--- config.mk ---
export PLATFORM = sky130hd
export DESIGN_NAME = dvd_bounce_engine
export DESIGN_NICKNAME = d
export VERILOG_FILES = /design/src/rtl/dvd_pkg.sv /design/src/rtl/dvd_axis_bounce.sv /design/src/rtl/dvd_bounce_engine.sv
export SDC_FILE = /design/constraint.sdc
export NUM_CORES = 1
export LEC_CHECK = 0
export CAP_MARGIN = 30
export CORE_ASPECT_RATIO = 2
export CORE_MARGIN = 4
export CORE_UTILIZATION = 50
export DETAILED_ROUTE_END_ITERATION = 10
export PLACE_DENSITY_LB_ADDON = 0.08
export SYNTH_ARGS = -nofsm -noshare
export SYNTH_HDL_FRONTEND = slang
export SYNTH_HIERARCHICAL = 1
export SYNTH_SLANG_ARGS = --single-unit
--- constraint.sdc ---
create_clock -name clk -period 3.41 [get_ports clk]
set_input_delay 0.682 -clock clk [delete_from_list [all_inputs] [get_ports clk]]
set_output_delay 0.682 -clock clk [all_outputs]
set_load 0.02 [all_outputs]
--- src/rtl/dvd_pkg.sv ---
// Shared types and constants for the bouncing DVD logo engine.
// Optional feature macro: DVD_CORNER_FLASH_EN (flash FSM states live here).
package dvd_pkg;

    localparam int H_RES_DEF = 640;
    localparam int V_RES_DEF = 480;
    localparam int PAL_N     = 7;

    typedef logic [5:0] color_t;

    typedef enum logic {
        ST_RUN   = 1'b0,
        ST_FLASH = 1'b1
    } fsm_t;

    // Seven-entry RRGGBB palette cycled on every bounce.
    function automatic color_t palette(input logic [2:0] idx);
        color_t c;
        case (idx)
            3'd0:    c = 6'h30;
            3'd1:    c = 6'h0C;
            3'd2:    c = 6'h03;
            3'd3:    c = 6'h3C;
            3'd4:    c = 6'h33;
            3'd5:    c = 6'h0F;
            3'd6:    c = 6'h3F;
            default: c = 6'h30;
        endcase
        return c;
    endfunction

    // Palette index successor, wrapping 6 -> 0.
    function automatic logic [2:0] next_idx(input logic [2:0] idx);
        return (idx == 3'(PAL_N - 1)) ? 3'd0 : idx + 3'd1;
    endfunction

endpackage

--- src/rtl/dvd_axis_bounce.sv ---
// One axis of logo motion: position/direction register with edge reflection.
// hit is combinational and reports whether the pending step would touch an edge.
module dvd_axis_bounce
    import dvd_pkg::*;
#(
    parameter int MAX   = 512,
    parameter int SPEED = 1,
    parameter int START = 0
) (
    input  logic       clk,
    input  logic       rst,
    input  logic       step,
    output logic [9:0] pos,
    output logic       hit
);

    localparam logic [10:0] MAX_W    = 11'(MAX);
    localparam logic [10:0] SPEED_W  = 11'(SPEED);
    localparam logic [9:0]  SPEED_10 = 10'(SPEED);
    localparam logic [9:0]  MAX_10   = 10'(MAX);
    localparam logic [9:0]  START_10 = 10'(START);

    logic        dir_neg;
    logic        dir_neg_nxt;
    logic [9:0]  pos_nxt;
    logic [10:0] sum;

    // Next position/direction; the sum is 11 bits wide so it can never wrap.
    always_comb begin
        sum         = {1'b0, pos} + SPEED_W;
        pos_nxt     = pos;
        dir_neg_nxt = dir_neg;
        hit         = 1'b0;
        if (!dir_neg) begin
            if (sum >= MAX_W) begin
                pos_nxt     = MAX_10;
                dir_neg_nxt = 1'b1;
                hit         = 1'b1;
            end else begin
                pos_nxt = sum[9:0];
            end
        end else begin
            if ({1'b0, pos} <= SPEED_W) begin
                pos_nxt     = 10'd0;
                dir_neg_nxt = 1'b0;
                hit         = 1'b1;
            end else begin
                pos_nxt = pos - SPEED_10;
            end
        end
    end

    // Position and direction advance only on a step.
    always_ff @(posedge clk) begin
        if (rst) begin
            pos     <= START_10;
            dir_neg <= 1'b0;
        end else if (step) begin
            pos     <= pos_nxt;
            dir_neg <= dir_neg_nxt;
        end
    end

endmodule

--- src/rtl/dvd_bounce_engine.sv ---
// Per-frame motion engine for the bouncing DVD logo: steps both axes,
// reports edge/corner hits and selects the logo colour.
// Optional feature macro: DVD_CORNER_FLASH_EN (white/black flash after a corner hit).
module dvd_bounce_engine
    import dvd_pkg::*;
#(
    parameter int H_RES   = H_RES_DEF,
    parameter int V_RES   = V_RES_DEF,
    parameter int LOGO_W  = 128,
    parameter int LOGO_H  = 64,
    parameter int SPEED   = 1,
    parameter int START_X = 37,
    parameter int START_Y = 11
) (
    input  logic       clk,
    input  logic       rst,
    input  logic       frame_tick,
    input  logic       pause,
    output logic [9:0] logo_x,
    output logic [9:0] logo_y,
    output color_t     color,
    output logic       bounce,
    output logic       corner_hit
);

    localparam int XMAX = H_RES - LOGO_W;
    localparam int YMAX = V_RES - LOGO_H;

    logic       step;
    logic       hit_x;
    logic       hit_y;
    logic       any_hit;
    logic       both_hit;
    logic [2:0] pal_idx;
    logic [2:0] pal_idx_nxt;

    assign step     = frame_tick & ~pause;
    assign any_hit  = hit_x | hit_y;
    assign both_hit = hit_x & hit_y;

    dvd_axis_bounce #(
        .MAX   (XMAX),
        .SPEED (SPEED),
        .START (START_X)
    ) u_axis_x (
        .clk  (clk),
        .rst  (rst),
        .step (step),
        .pos  (logo_x),
        .hit  (hit_x)
    );

    dvd_axis_bounce #(
        .MAX   (YMAX),
        .SPEED (SPEED),
        .START (START_Y)
    ) u_axis_y (
        .clk  (clk),
        .rst  (rst),
        .step (step),
        .pos  (logo_y),
        .hit  (hit_y)
    );

    // A corner counts as a single bounce, so the index moves by one at most.
    assign pal_idx_nxt = (step && any_hit) ? next_idx(pal_idx) : pal_idx;

    // Palette index register and the one-cycle hit pulses.
    always_ff @(posedge clk) begin
        if (rst) begin
            pal_idx    <= 3'd0;
            bounce     <= 1'b0;
            corner_hit <= 1'b0;
        end else begin
            pal_idx    <= pal_idx_nxt;
            bounce     <= step & any_hit;
            corner_hit <= step & both_hit;
        end
    end

`ifdef DVD_CORNER_FLASH_EN
    localparam logic [5:0] FLASH_LEN = 6'd32;
    localparam color_t     COL_ON    = 6'h3F;
    localparam color_t     COL_OFF   = 6'h00;

    fsm_t       state;
    fsm_t       state_nxt;
    logic [5:0] flash_cnt;
    logic [5:0] flash_cnt_nxt;
    color_t     color_nxt;

    // Flash FSM state, step counter and colour registers.
    always_ff @(posedge clk) begin
        if (rst) begin
            state     <= ST_RUN;
            flash_cnt <= 6'd0;
            color     <= palette(3'd0);
        end else begin
            state     <= state_nxt;
            flash_cnt <= flash_cnt_nxt;
            color     <= color_nxt;
        end
    end

    // Corner enters (or restarts) the flash; each later step toggles until the count runs out.
    always_comb begin
        state_nxt     = state;
        flash_cnt_nxt = flash_cnt;
        color_nxt     = color;
        if (step) begin
            if (both_hit) begin
                state_nxt     = ST_FLASH;
                flash_cnt_nxt = FLASH_LEN;
                color_nxt     = COL_ON;
            end else if (state == ST_FLASH) begin
                if (flash_cnt <= 6'd1) begin
                    state_nxt     = ST_RUN;
                    flash_cnt_nxt = 6'd0;
                    color_nxt     = palette(pal_idx_nxt);
                end else begin
                    flash_cnt_nxt = flash_cnt - 6'd1;
                    color_nxt     = (color == COL_ON) ? COL_OFF : COL_ON;
                end
            end else begin
                color_nxt = palette(pal_idx_nxt);
            end
        end
    end
`else
    // Colour follows the palette index, refreshed on each step.
    always_ff @(posedge clk) begin
        if (rst) begin
            color <= palette(3'd0);
        end else if (step) begin
            color <= palette(pal_idx_nxt);
        end
    end
`endif

endmodule
Yosys cells after proc, flatten, opt, wreduce, memory -nomap -nowiden

Cells that the tools add are included.

Flip-flop bits (word level): 33
Input bits: 4
Output and inout port bits: 28
Word-level logic and storage cells: 50

$add $sub $neg: 5
$lt $le $gt $ge: 4
Equal/unequal tests: 7
Mux-type cells: 19
Bitwise gates (word level): 6
Reduce and logical (&&, ||, !) cells: 1

Operator list:

| operator                                                            | number |
|---|---|
| two-way mux 10 bit                                                  | 6 |
| one-hot mux 6 bit (6 select lines)                                  | 1 |
| adder 10 x 1 -> 11 bit, second input constant                       | 2 |
| less-or-equal comparator 10 x 1 -> 1 bit, second input constant     | 2 |
| subtractor 10 x 1 -> 10 bit, second input constant                  | 2 |
| equality test 3 bit, second input constant                          | 4 |
| greater-or-equal comparator 11 x 10 -> 1 bit, second input constant | 1 |
| greater-or-equal comparator 11 x 9 -> 1 bit, second input constant  | 1 |
| two-way mux 1 bit                                                   | 10 |
| equality test 3 x 2 -> 1 bit, second input constant                 | 2 |
| two-way mux 3 bit                                                   | 2 |
| AND 1 bit                                                           | 4 |
| adder 3 x 1 -> 3 bit, second input constant                         | 1 |
| equality test 3 x 1 -> 1 bit, second input constant                 | 1 |
| logical AND 1 bit                                                   | 1 |
| NOT 1 bit                                                           | 1 |
| OR 1 bit                                                            | 1 |

Logic depth before layout (Yosys ltp)

Depth in word-level cells: 9
Gate-level depth with buffers: 11
Depth with buffers taken out: 10

Hierarchy

Netlist, hierarchy kept.

Modules (own cells, without submodules):

| module                      | times used | cells each | area each (sq um) | sequential area each (sq um) |
|---|---|---|---|---|
| dvd_axis_bounce at u_axis_y | 1          | 136        | 979.7             | 220.2 |
| dvd_axis_bounce at u_axis_x | 1          | 124        | 960.9             | 220.2 |
| dvd_bounce_engine           | 1          | 54         | 420.4             | 160.2 |

Least setup slack after synthesis

Ideal clock, no wire load.

Path type: register to register
Start point: register u_axis_y.pos[2]
End point: register color[1]
Setup time: 0.088 ns
Arrival time: 2.466 ns
Data required time: 3.322 ns
Slack: 0.856 ns
Stages on the path, launching flop included: 11
Path buffers: 1
Clock period less this slack: 2.554 ns
Path through: dfxtp_1 > buf_2 > nand4_1 > nor3_1 > mux2i_1 > o211ai_1 > and2_1 > or2_4 > a21oi_4 > nand2_2 > a311oi_2

Word-level cells in the longest chain between the ends: 9
Elaborated cells between the ends (all ways): 16
Those cells by class: add/sub (1); order compare (2); eq/ne (6); mux (5); bitwise (1); reduce/logical (1)

RTL lines:

| item                                              | RTL line                 | source |
|---|---|---|
| from (decl)                                       | dvd_axis_bounce.sv:13    | `output logic [9:0] pos,` |
| from (signal assigned)                            | dvd_axis_bounce.sv:59    | `pos <= pos_nxt;` |
| adder 10 x 1 -> 11 bit                            | dvd_axis_bounce.sv:30    | `sum = {1'b0, pos} + SPEED_W;` |
| greater-or-equal comparator 11 x 9 -> 1 bit       | dvd_axis_bounce.sv:35    | `if (sum >= MAX_W) begin` |
| two-way mux 1 bit                                 | dvd_axis_bounce.sv:35    |  |
| two-way mux 1 bit (*)                             | dvd_axis_bounce.sv:34    | `if (!dir_neg) begin` |
| named net hit_y                                   | dvd_bounce_engine.sv:31  | `logic hit_y;` |
| OR 1 bit (*)                                      | dvd_bounce_engine.sv:38  | `assign any_hit = hit_x \| hit_y;` |
| logical AND 1 bit (*)                             | dvd_bounce_engine.sv:66  | `assign pal_idx_nxt = (step && any_hit) ? next_idx(pal_idx) : pal_idx;` |
| two-way mux 3 bit (*)                             | dvd_bounce_engine.sv:66  |  |
| equality test 3 bit, or another cell as far along | dvd_pkg.sv:19            | `case (idx)` |
| one-hot mux 6 bit (6 select lines) (*)            | dvd_pkg.sv:19            |  |
| to (signal assigned)                              | dvd_bounce_engine.sv:133 | `color <= palette(3'd0);` |
| to (signal assigned)                              | dvd_bounce_engine.sv:135 | `color <= palette(pal_idx_nxt);` |
| to (decl)                                         | dvd_bounce_engine.sv:21  | `output color_t color,` |

Mark *: on every way through the listed nets, which the timed path passes. The rest lies on a longest branch.
A chain may end at the register's enable or synchronous reset.

Worst setup path in the final report

Start point: register u_axis_y.pos[6]
End point: register pal_idx[1]

Word-level cells in the longest chain between the ends: 7
Elaborated cells between the ends (all ways): 9
Those cells by class: add/sub (1); order compare (2); mux (4); bitwise (1); reduce/logical (1)

RTL lines:

| item                                        | RTL line                | source |
|---|---|---|
| adder 10 x 1 -> 11 bit                      | dvd_axis_bounce.sv:30   |  |
| greater-or-equal comparator 11 x 9 -> 1 bit | dvd_axis_bounce.sv:35   |  |
| two-way mux 1 bit                           | dvd_axis_bounce.sv:35   |  |
| two-way mux 1 bit (*)                       | dvd_axis_bounce.sv:34   |  |
| named net hit_y                             | dvd_bounce_engine.sv:31 |  |
| OR 1 bit (*)                                | dvd_bounce_engine.sv:38 |  |
| logical AND 1 bit (*)                       | dvd_bounce_engine.sv:66 |  |
| two-way mux 3 bit (*)                       | dvd_bounce_engine.sv:66 |  |
| to (signal assigned)                        | dvd_bounce_engine.sv:75 | `pal_idx <= pal_idx_nxt;` |
| to (decl)                                   | dvd_bounce_engine.sv:34 | `logic [2:0] pal_idx;` |

Marked as above.

==> flow_metrics.env <==
export IMPL_yosys_most_used_dff="dfxtp_1"
export IMPL_initial_core_util_pct=51.35
export IMPL_status="complete, no violations"
export IMPL_die_height_microns=105.2
export IMPL_syn_inst=314
export IMPL_max_freq_mhz=367.4
export IMPL_dr_first_iter_drc_count=112
export IMPL_synth_ff_latch_count=30
export IMPL_ctsHtreeMaxLevel=2
export IMPL_yosysTopAreaCellShare_pct=25.44
export IMPL_yosysSeqAreaShare_pct=25.44
export IMPL_drive_gt1_share_pct=9.309
export IMPL_syn_cell_area_sq_um=2361
export IMPL_dieArea_sq_um=5952
export IMPL_finalSetupViolCount=0
export IMPL_cp_arrival_ns=2.89
export IMPL_worstSetupStartpoint="u_axis_y/pos[6]"
export IMPL_p_leak_nw=0.9356
export IMPL_synthArstFlopShare_pct=0
export IMPL_antenna_found_initial=0
export IMPL_skew_ns=0.009041
export IMPL_clk_latency_ns=0.28
export IMPL_diodes=0
export IMPL_cts_root_buf="clkbuf_8"
export IMPL_routabilityCongestion=0.8644
export IMPL_critPathRequiredTime_ns=3.58
export IMPL_dp_hpwl_mm=5.172
export IMPL_r2r_setup_slack_ns=0.69
export IMPL_drtPass1Iterations=5
export IMPL_area_growth_pct=16.11
export IMPL_clock_sinks=30
export IMPL_synth_cell_types=65
export IMPL_max_cap_viol_count=0
export IMPL_port_buffers=31
export IMPL_first_global_vias=2434
export IMPL_hold_start="color[4]"
export IMPL_synthTopCellsByArea="dfxtp_1, a21oi_1, nor2_1"
export IMPL_startpoint_type="register"
export IMPL_hold_viol_final=0
export IMPL_drv_slew=0
export IMPL_worstHoldPathType="reg -> reg"
export IMPL_post_cts_buffers=0
export IMPL_ys_warn_count=6
export IMPL_io_pins=32
export IMPL_ff2ff_path_depth=8
export IMPL_yosysTopAreaCell="dfxtp_1"
export IMPL_wl_per_cell_microns=17.85
export IMPL_post_route_period_util_pct=79.83
export IMPL_finalNetCount=342
export IMPL_detail_route_vias_per_cell=6.392
export IMPL_endpoint_kind="register"
export IMPL_min_delay_path_depth=2
export IMPL_ir_drop_mv=0.1887
export IMPL_post_cts_resized=0
export IMPL_grt_max_degree=22
export IMPL_num_rows=35
export IMPL_syn_area_per_cell_sq_um=7.519
export IMPL_path_class="reg -> reg"
export IMPL_layout_common_cells="clkdlybuf4s50_1, dfxtp_1, nor2_1, nand2_1, a21oi_1"
export IMPL_core_area_sq_um=4598
export IMPL_drt_total_wl_mm=6.926
export IMPL_cts_tree="built"
export IMPL_cp_max_fo=11
export IMPL_cts_buffers=5
export IMPL_grt_pass1_wl_mm=11.32
export IMPL_final_core_util_pct=59.62
export IMPL_final_common_cell="clkdlybuf4s50_1"
export IMPL_power_density_nw_per_um2=331.6
export IMPL_relSlewSlack_pct=56.04
export IMPL_grt_ovfl_total=0
export IMPL_tns_ns=0
export IMPL_route_detailed_drc=0
export IMPL_rsz0062_at_grt="false"
export IMPL_worstHoldEndpoint="color[4]"
export IMPL_num_vias=2480
export IMPL_synth_edf_count=0
export IMPL_fin_crit_ns=2.722
export IMPL_ctsHoldBuffers=0
export IMPL_synth_fp_nets=324
export IMPL_detail_route_antenna_nets=0
export IMPL_path_clk_slew_ns=0.07
export IMPL_fill_cells=451
export IMPL_fp_dieW_microns=56.59
export IMPL_clockBufferDepth=2
export IMPL_tightest_slew_ns=0.6571
export IMPL_reg2reg_to="pal_idx[1]"
export IMPL_r2r_start="u_axis_y/pos[6]"
export IMPL_grt_use_total_pct=23.82
-- sequential cells by signal, indices dropped and copies added, names as in the netlist --
| signal | flops |
|---|---|
| u_axis_x/pos | 10 |
| u_axis_y/pos | 10 |
| color | 3 |
| pal_idx | 3 |
| bounce | 1 |
| corner_hit | 1 |
| u_axis_x/dir_neg | 1 |
| u_axis_y/dir_neg | 1 |
-- cell families (layout without fill, tap and decap cells) --
family	count (synthesis)	in the layout	synth area share [%]
AO/OA/AOI/OAI	85	85	25.01
XOR/XNOR	7	7	2.597
adder cells (fa/ha/maj)	6	6	3.180
buffers and inverters	42	61	8.850
flip-flops	30	30	25.44
multiplexers	9	9	3.975
AND/OR/NAND/NOR	135	135	30.95
-- critical path, cell delays in order, from the launching register on --
cell	delay, ns
dfxtp_1	0.44
or4_4	0.64
nor4_4	0.37
or2b_1	0.35
and2_1	0.26
or2_4	0.17
nand2_1	0.11
o21ai_0	0.19
a21oi_1	0.08
-- worst max path at each step --
stage | depth (start not counted) | end
global route | 8 | color[4]
finish | 8 | pal_idx[1]
global placement | 8 | pal_idx[1]
detailed placement | 8 | pal_idx[1]
floorplan | 10 | color[1]
CTS | 8 | pal_idx[1]
-- metal layers --
layer | vias to the layer above | share of wire, % | GRT usage, %
met5 | - | 0 | 0
met4 | 0 | 6.6 | 18.85
met3 | 35 | 3.7 | 3.461
met2 | 106 | 54 | 43.63
met1 | 1146 | 36 | 22.30
li1 | 1193 | - | -
-- per-stage QoR --
step	std cells	cell area [sq um]	total power, W	setup WS [ns]	hold WS [ns]
3_5_place_dp	380	2646	0.0006090	0.7387	0.4938
5_1_grt	388	2741	0.0009509	0.4551	0.5614
6_report	388	2741	0.0009091	0.6878	0.5005
3_3_place_gp	380	2646	0.0006089	0.7259	0.4983
2_1_floorplan	314	2361	0.0005437	0.8555	0.5156
4_1_cts	388	2741	0.0009169	0.7235	0.5115
-- cell usage after synthesis (all sizes together), types with 2 or more instances --
cell	number
buf	15
a31oi	2
xnor2	2
and2	2
nand3	15
a311oi	3
nor2b	4
a21oi	23
ha	6
xor2	5
nor2	26
nor3	18
mux2i	6
or2	2
o21ai	21
nand2b	5
clkbuf	13
o221a	2
a32oi	2
and3	4
dfxtp	30
a211oi	9
nor4	8
mux2	3
or4	3
inv	14
a21o	3
nor3b	2
nand4b	2
and4	2
nand2	26
o211ai	2
o41ai	2
nand4	6
o31ai	2
nand3b	2
or3	4
a211o	3
-- area by class of cell --
cell class	count	area, sq um	area share [%]
timing repair buffer	39	370.4	13.51
sequential	30	600.6	21.91
clock buffer	6	82.58	3.012
inverter	14	55.05	2.008
tap	55	68.82	2.510
multi-input combinational	242	1551	56.60
clock inverter	2	12.51	0.4564
-- power by group --
part	internal, W	switching (W)	leakage (nW)
logic	0.0000867	0.000120	0.644
clock network	0.000162	0.000144	0.0472
registers	0.000365	0.0000310	0.245
No activity file was read; power rests on OpenSTA's default activity.
